===== config.mk =====
export PLATFORM = sky130hd
export DESIGN_NAME = lcd_spi_rx
export DESIGN_NICKNAME = d
export VERILOG_FILES = /design/src/rtl/lcd_spi_rx.sv
export SDC_FILE = /design/constraint.sdc
export NUM_CORES = 1
export LEC_CHECK = 0
export BUFFER_PORTS_ARGS = -buffer_cell sky130_fd_sc_hd__buf_4
export CAP_MARGIN = 10
export CORE_AREA = 2 2 98 100
export DETAILED_ROUTE_END_ITERATION = 8
export DIE_AREA = 0 0 100 102
export PLACE_DENSITY = 0.54
export SLEW_MARGIN = 5
export SYNTH_ARGS = -nofsm -noshare
export SYNTH_HDL_FRONTEND = slang
export SYNTH_SLANG_ARGS = --single-unit

===== constraint.sdc =====
create_clock -name CLK -period 2 [get_ports CLK]
set_input_delay 0.2 -clock CLK [delete_from_list [all_inputs] [get_ports CLK]]
set_output_delay 0.2 -clock CLK [all_outputs]
set_load 0.02 [all_outputs]

===== src/rtl/lcd_spi_rx.sv =====
// Receive-side decoder for the 4-wire LCD serial link: rebuilds MSB-first bytes tagged
// with DC, flags aborted frames and classifies LCD_RST low pulses.
module lcd_spi_rx #(
  parameter int unsigned SYNC_STAGES    = 2,
  parameter int unsigned RST_MIN_CYCLES = 1048576
) (
  input  logic       CLK,
  input  logic       RESET,
  input  logic       LCD_SCK,
  input  logic       LCD_SDA,
  input  logic       LCD_DC,
  input  logic       LCD_CS,
  input  logic       LCD_RST,
  output logic [7:0] BYTE,
  output logic       BYTE_DC,
  output logic       BYTE_VALID,
  input  logic       BYTE_READY,
  output logic       OVERRUN,
  output logic       FRAME_ERR,
  output logic       RST_DONE,
  output logic       RST_SHORT
);

  localparam int unsigned CntW = $clog2(RST_MIN_CYCLES + 1);
  localparam logic [CntW-1:0] RstMin = CntW'(RST_MIN_CYCLES);

  typedef enum logic [1:0] {StIdle, StShift, StInReset} state_e;

  logic [SYNC_STAGES-1:0] sck_sync, sda_sync, dc_sync, cs_sync, rst_sync;
  logic                   sck_prev;
  logic                   sck_s, sda_s, dc_s, cs_s, rst_s, sck_rise;

  state_e          state_q, state_d;
  logic [2:0]      bit_cnt_q, bit_cnt_d;
  logic [7:0]      shreg_q, shreg_d;
  logic [CntW-1:0] low_cnt_q, low_cnt_d;
  logic            done_q, done_d, done_dc_q, done_dc_d;
  logic            frame_err_q, frame_err_d;
  logic            rst_done_q, rst_done_d, rst_short_q, rst_short_d;
  logic            valid_q, valid_d, byte_dc_q, byte_dc_d, overrun_q, overrun_d;
  logic [7:0]      byte_q, byte_d;

  // Synchronizers preset to idle pin levels so reset release looks like an idle bus.
  always_ff @(posedge CLK or posedge RESET) begin
    if (RESET) begin
      sck_sync <= '0;
      sda_sync <= '0;
      dc_sync  <= '0;
      cs_sync  <= '1;
      rst_sync <= '1;
      sck_prev <= 1'b0;
    end else begin
      sck_sync <= {sck_sync[SYNC_STAGES-2:0], LCD_SCK};
      sda_sync <= {sda_sync[SYNC_STAGES-2:0], LCD_SDA};
      dc_sync  <= {dc_sync[SYNC_STAGES-2:0], LCD_DC};
      cs_sync  <= {cs_sync[SYNC_STAGES-2:0], LCD_CS};
      rst_sync <= {rst_sync[SYNC_STAGES-2:0], LCD_RST};
      sck_prev <= sck_sync[SYNC_STAGES-1];
    end
  end

  assign sck_s    = sck_sync[SYNC_STAGES-1];
  assign sda_s    = sda_sync[SYNC_STAGES-1];
  assign dc_s     = dc_sync[SYNC_STAGES-1];
  assign cs_s     = cs_sync[SYNC_STAGES-1];
  assign rst_s    = rst_sync[SYNC_STAGES-1];
  assign sck_rise = sck_s & ~sck_prev;

  always_comb begin
    state_d     = state_q;
    bit_cnt_d   = bit_cnt_q;
    shreg_d     = shreg_q;
    low_cnt_d   = low_cnt_q;
    done_d      = 1'b0;
    done_dc_d   = done_dc_q;
    frame_err_d = 1'b0;
    rst_done_d  = 1'b0;
    rst_short_d = 1'b0;
    case (state_q)
      StIdle: begin
        bit_cnt_d = 3'd0;
        if (!rst_s) begin
          state_d   = StInReset;
          low_cnt_d = CntW'(1);
        end else if (!cs_s) begin
          state_d = StShift;
        end
      end
      StShift: begin
        if (!rst_s) begin
          state_d   = StInReset;
          bit_cnt_d = 3'd0;
          low_cnt_d = CntW'(1);
        end else begin
          if (sck_rise) begin
            shreg_d   = {shreg_q[6:0], sda_s};
            bit_cnt_d = bit_cnt_q + 3'd1;
            if (bit_cnt_q == 3'd7) begin
              done_d    = 1'b1;
              done_dc_d = dc_s;
            end
          end
          // Judged on the post-edge count so a final bit landing with CS rise still completes.
          if (cs_s) begin
            state_d     = StIdle;
            frame_err_d = (bit_cnt_d != 3'd0);
            bit_cnt_d   = 3'd0;
          end
        end
      end
      StInReset: begin
        bit_cnt_d = 3'd0;
        if (rst_s) begin
          if (low_cnt_q >= RstMin) rst_done_d = 1'b1;
          else rst_short_d = 1'b1;
          low_cnt_d = '0;
          state_d   = cs_s ? StIdle : StShift;
        end else if (low_cnt_q != RstMin) begin
          low_cnt_d = low_cnt_q + CntW'(1);
        end
      end
      default: state_d = StIdle;
    endcase
  end

  always_comb begin
    valid_d   = valid_q;
    byte_d    = byte_q;
    byte_dc_d = byte_dc_q;
    overrun_d = overrun_q;
    if (valid_q && BYTE_READY) valid_d = 1'b0;
    if (done_q) begin
      if (!valid_q || BYTE_READY) begin
        byte_d    = shreg_q;
        byte_dc_d = done_dc_q;
        valid_d   = 1'b1;
      end else begin
        overrun_d = 1'b1;
      end
    end
  end

  always_ff @(posedge CLK or posedge RESET) begin
    if (RESET) begin
      state_q     <= StIdle;
      bit_cnt_q   <= 3'd0;
      shreg_q     <= 8'd0;
      low_cnt_q   <= '0;
      done_q      <= 1'b0;
      done_dc_q   <= 1'b0;
      frame_err_q <= 1'b0;
      rst_done_q  <= 1'b0;
      rst_short_q <= 1'b0;
      valid_q     <= 1'b0;
      byte_q      <= 8'd0;
      byte_dc_q   <= 1'b0;
      overrun_q   <= 1'b0;
    end else begin
      state_q     <= state_d;
      bit_cnt_q   <= bit_cnt_d;
      shreg_q     <= shreg_d;
      low_cnt_q   <= low_cnt_d;
      done_q      <= done_d;
      done_dc_q   <= done_dc_d;
      frame_err_q <= frame_err_d;
      rst_done_q  <= rst_done_d;
      rst_short_q <= rst_short_d;
      valid_q     <= valid_d;
      byte_q      <= byte_d;
      byte_dc_q   <= byte_dc_d;
      overrun_q   <= overrun_d;
    end
  end

  assign BYTE       = byte_q;
  assign BYTE_DC    = byte_dc_q;
  assign BYTE_VALID = valid_q;
  assign OVERRUN    = overrun_q;
  assign FRAME_ERR  = frame_err_q;
  assign RST_DONE   = rst_done_q;
  assign RST_SHORT  = rst_short_q;

endmodule


-- Word level (Yosys, flattened, before mapping)
Index checks and enable logic that the tools add are counted.
- bits of input ports: 8
- flip-flop bits (word level): 61
- output and inout port bits: 14
- logic and storage cells: 82
- eq/ne operators: 9
- bitwise operators: 3
- mux-type cells: 33
- $add $sub $neg: 2
- reduce and logical (&&, ||, !) cells: 15
- $lt $le $gt $ge: 1
- operators with widths (cell ; number):
    $mux 21 ; 3
    $pmux 21 s2 ; 1
    $add 21x1->21 const B ; 1
    $ge 21x21->1 const B ; 1
    $ne 21x21->1 const B ; 1
    $mux 1 ; 17
    $mux 3 ; 5
    $mux 2 ; 5
    $ne 3x3->1 const B ; 3
    $reduce_and 3->1 ; 3
    $pmux 2 s3 ; 1
    $pmux 3 s2 ; 1
    $ne 2x2->1 const B ; 2
    $reduce_and 2->1 ; 2
    $reduce_and 4->1 ; 1
    $reduce_bool 2->1 ; 2
    $reduce_or 2->1 ; 2
    $add 3x1->3 const B ; 1
    $eq 3x3->1 const B ; 1
    $reduce_bool 3->1 ; 1
    $eq 2x1->1 const B ; 1
    $eq 2x2->1 const B ; 1
    $logic_not 2->1 ; 1
    $not 1->1 ; 2
    4 further kinds ; 4

-- Longest topological paths before layout
- depth in word-level cells: 9
- gate-level depth with buffers: 7
- mapped depth without buffers: 7

-- Worst setup path before layout
OpenSTA, ideal clock, no wires.
- path kind: flip-flop to flip-flop
- start point: register low_cnt_q[0]
- end point: register low_cnt_q[1]
- library setup time: 0.065 ns
- cell stages (with the launch flop): 8
- required time: 1.935 ns
- path slack: 0.153 ns
- buffers on the path: 0
- clock period less this slack: 1.847 ns
- data arrival time: 1.781 ns
- path through: dfrtp_1 inv_1 ha_1 nor4b_1 nand4_1 or4_4 a31oi_1 a31o_1
- longest elaborated chain between the ends: 4
- elaborated cells on any way between the ends: 7
- those cells by class: add/sub: 1; eq/ne: 2; mux: 3; reduce/logical: 1
- ends and longest elaborated chain (what ; line ; text):
    start: declaration ; 36 ; logic [CntW-1:0] low_cnt_q, low_cnt_d;
    start signal: assignment ; 162 ; low_cnt_q <= low_cnt_d;
    $add 21x1->21 ; 119 ; low_cnt_d = low_cnt_q + CntW'(1);
    $mux 21 ; 118 ; end else if (low_cnt_q != RstMin) begin
    $mux 21 ; 113 ; if (rst_s) begin
    $pmux 21 s2 ; 79 ; case (state_q)
Parallel ways exist; a longest one is shown, timed or not. The select of a mux whose other input is x is not followed.
A chain may end at the register's enable or synchronous reset.

-- Final worst setup path
- start point: register state_q[0]
- end point: register low_cnt_q[1]
- longest elaborated chain between the ends: 4
- elaborated cells on any way between the ends: 9
- those cells by class: eq/ne: 4; mux: 1; reduce/logical: 4
- ends and longest elaborated chain (what ; line ; text):
    start: declaration ; 33 ; state_e state_q, state_d;
    start signal: assignment ; 145 ; state_q <= StIdle;
    start signal: assignment ; 159 ; state_q <= state_d;
    $eq 2x1->1 / $logic_not 2->1 (equally long branches) ; 79 ;
    $reduce_or 2->1 (no source line) ; - ;
    $ne 2x2->1 (no source line) / $reduce_bool 2->1 (equally long branches) ; - ;
    $reduce_and 3->1 (no source line) ; - ;
Parallel ways exist; a longest one is shown, timed or not.

==> summary.md <==
| Metric | Value |
|---|---|
| I/O pin total | 22 |
| Clock Skew | 0.00991 ns |
| Leak | approximately 1.6 nW |
| CTS tree | done |
| Antenna violations before repair | 0 |
| Clock share of power | 0.459 |
| Clk pin slew, worst setup/hold paths | 0.07 ns |
| Part of the cycle the worst path needs | 0.934 |
| Unrepaired setup endpoints after global routing | false |
| Largest area contributor in the netlist | dfrtp_1 |
| Worst path arrival time | approximately 2.1 ns |
| Status | complete, no violations |
| Critical path required time | 2.27 ns |
| Top-area cell type share of the netlist area | 0.532 |
| Worst setup path category | flip-flop to flip-flop |
| Drt drc | 0 |
| Cell Count, Final, Fillers Out | 390 |
| Pin count of the biggest net entering global routing | 29 |
| Fraction of layout cells with a size suffix above 1 | 0.323 |
| Root Driver | clkbuf_8 |
| Gate power share | 0.065 |
| Die height | between 100 and 150 um |
| CP max FO | 7 |
| Seq/Total Area, Yosys | 0.572 |
| Top cells by area, synth | dfrtp_1 (53%), mux2_2 (8.0%), dfstp_2 (3.9%), xor2_1 (3.6%), nor2_1 (3.5%) |
| Worst Hold Margin | 0.175 ns |
| GRT Util Overall | 0.107 |
| Post-synth EDFFs | 0 |
| Syn_nets | 239 |
| First-iteration detailed-routing DRC count | 83 |
| Path depth of the worst reg2reg path | 5 |
| Yosys cell types | 44 |
| Crit start category | flip-flop |
| Overall Power | 2.71 mW |
| Die width | 100 um |
| Async SR Flop Fraction | 1.00 |
| Drt first pass iters | 4 |
| Ys flop type | dfrtp_1 |
| Post-CTS setup buffer count | 0 |
| Starting Density | 0.294 |
| Hold path depth | 3 |
| Htree depth | 3 |
| Core ar. | 0.00911 mm^2 |
| Clock buffer depth | 2 |
| HP Class | input pin to flip-flop |
| DP HPWL | 3600 um |
| Sw frac | 0.209 |
| Area growth, synth to finish | 25.9% |
| Fin nets | between 200 and 300 |
| Max IR drop VDD | 304 uV |
| WL per Instance | 12.7 um |
| Utilization after layout | 0.370 |
| Relative slew margins | 0.750 |
| Hold Vio Cnt, Final | 0 |
| Seq. cell area | around 0.0015 mm^2 |
| Flop pwr share | 0.476 |
| ANT cells | 0 |
| Place WS | around 0.075 ns |
| Commonest non-fill, non-tap cell in the layout | dfrtp_1 |
| Net Sw Power | ~570 uW |
| Post-route ant nets | 0 |
| Yosys warns | 0 |
| Power Density | roughly 800 mW/mm^2 |
| Clk_lat worst skew | 0.33 ns |
| # port buffers | 21 |
| Die footprint | between 0.01 and 0.015 mm^2 |
| Crit. End Element | flip-flop |
| Max-slew violation count | 0 |
| WL final | 4940 um |
| Worst-Margin Slew | 0.374 ns |
| Final Cell Area | 0.00337 mm^2 |
| Vias post-DR | 1809 |
| Gr ovfl total | 0 |
| Number of global-route vias before repair | 1820 |
| Fmax | 535 MHz |
| Syn_area_per_cell | 11.8 um^2 |
| Number of synthesized register bits | 61 |
| Setup slack after layout | 0.131 ns |
| Multi-input logic area | 0.00110 mm^2 |
| Max Cap Viol | 0 |
| # setup viols final | 0 |
| Post-Synthesis Cells | 227 |
| Fillers | 889 |
| Tmin final | between 1.5 and 2 ns |
| First-pass GRT wire length | 8660 um |
| Inst Count DP | 369 |
| TritonCTS Buffers | 9 |
| Final Wtd Congestion | 0.842 |
| Setup TNS | 0 ns |
| Rows | 35 |
| Post-DP Area | 0.00307 mm^2 |
| # clock sinks | between 60 and 70 |
| Mapped cell area | ~0.0027 mm^2 |
| Most frequent cells in the layout | dfrtp_1 (57), buf_4 (36), nor2_1 (25) |
| Vias per cell | 4.64 |
| Internal power | between 2 and 2.5 mW |
## power by group through the flow
stage          combinational [mW]  sequential (mW)  clock [mW]
4_1_cts                     0.180             1.29        1.28
6_report                    0.176             1.29        1.25
3_3_place_gp                0.169             1.31           0
5_1_grt                     0.200             1.29        1.34
2_1_floorplan               0.103             1.31           0
3_5_place_dp                0.171             1.31           0
## cells by family (layout without fill, tap and decap cells)
kind of cell    after synthesis  after routing  synth area share
simple gates                 98             98             0.213
xor+xnor                     15             15            0.0490
flops                        61             61             0.572
fa+ha+maj                     4              4            0.0187
compound gates               18             18            0.0439
mux                          20             20            0.0841
buf+inv                      11             63            0.0196
## cell usage after synthesis, types with 3 or more instances
library cell / n
dfrtp_1: 57
nor2_1: 25
mux2_2: 19
nand2_1: 14
nand3_1: 11
xor2_1: 11
nand4_1: 8
and3_1: 6
inv_1: 5
clkbuf_1: 4
dfstp_2: 4
ha_1: 4
nand2b_1: 4
xnor2_1: 4
a21oi_1: 3
and2_1: 3
nor3_1: 3
nor4_1: 3
o21ai_0: 3
## sequential cells by signal, summed over array words and instances, names as in the netlist, 3 cells and up
signal,flops
low_cnt_q,21
bit_cnt_q,3
BYTE,8
shreg_q,8
## path summary, 6_finish.rpt
| path | from | end | slack, ns |
|---|---|---|---|
| worst max register to register | state_q[0] | low_cnt_q[1] | 0.13 |
| worst max-delay path | state_q[0] | low_cnt_q[1] | 0.13 |
| worst min-delay path | BYTE_READY | BYTE_VALID | 0.17 |
| max in group asynchronous | RESET | cs_sync[1] | 0.97 |
| min in group asynchronous | RESET | low_cnt_q[13] | 0.40 |
| worst min register to register | sda_sync[0] | sda_sync[1] | 0.35 |
## critical path, cell delays in order (launching register included)
cell     delay [ns]
dfrtp_1        0.46
nor3_1         0.33
nand4_1        0.18
or4_4          0.56
a31oi_1        0.17
a31o_1         0.11
## routing by layer
layer,up-vias,share of wire,track usage
li1,897,-,-
met1,878,0.49,0.141
met2,27,0.46,0.163
met3,7,0.037,0.0301
met4,0,0.016,0.0537
met5,-,0,0
## timing repair
| item | 4_1_cts | 5_1_grt |
|---|---|---|
| setup endpoints to repair | 0 | 2 |
| hold buffers | 6 | 0 |
| gates resized for setup | 0 | 1 |
| hold endpoints to repair | 18 | 0 |
## layout make-up
| type | count | share of cell area |
|---|---|---|
| Multi-Input combinational cell | 155 | 0.326 |
| Sequential cell | 61 | 0.454 |
| Tap cell | 111 | 0.0412 |
| Clock inverter | 3 | 0.0200 |
| Inverter | 5 | 0.00556 |
| Timing Repair Buffer | 43 | 0.104 |
| Clock buffer | 12 | 0.0490 |
No activity file was read; power rests on OpenSTA's default activity.
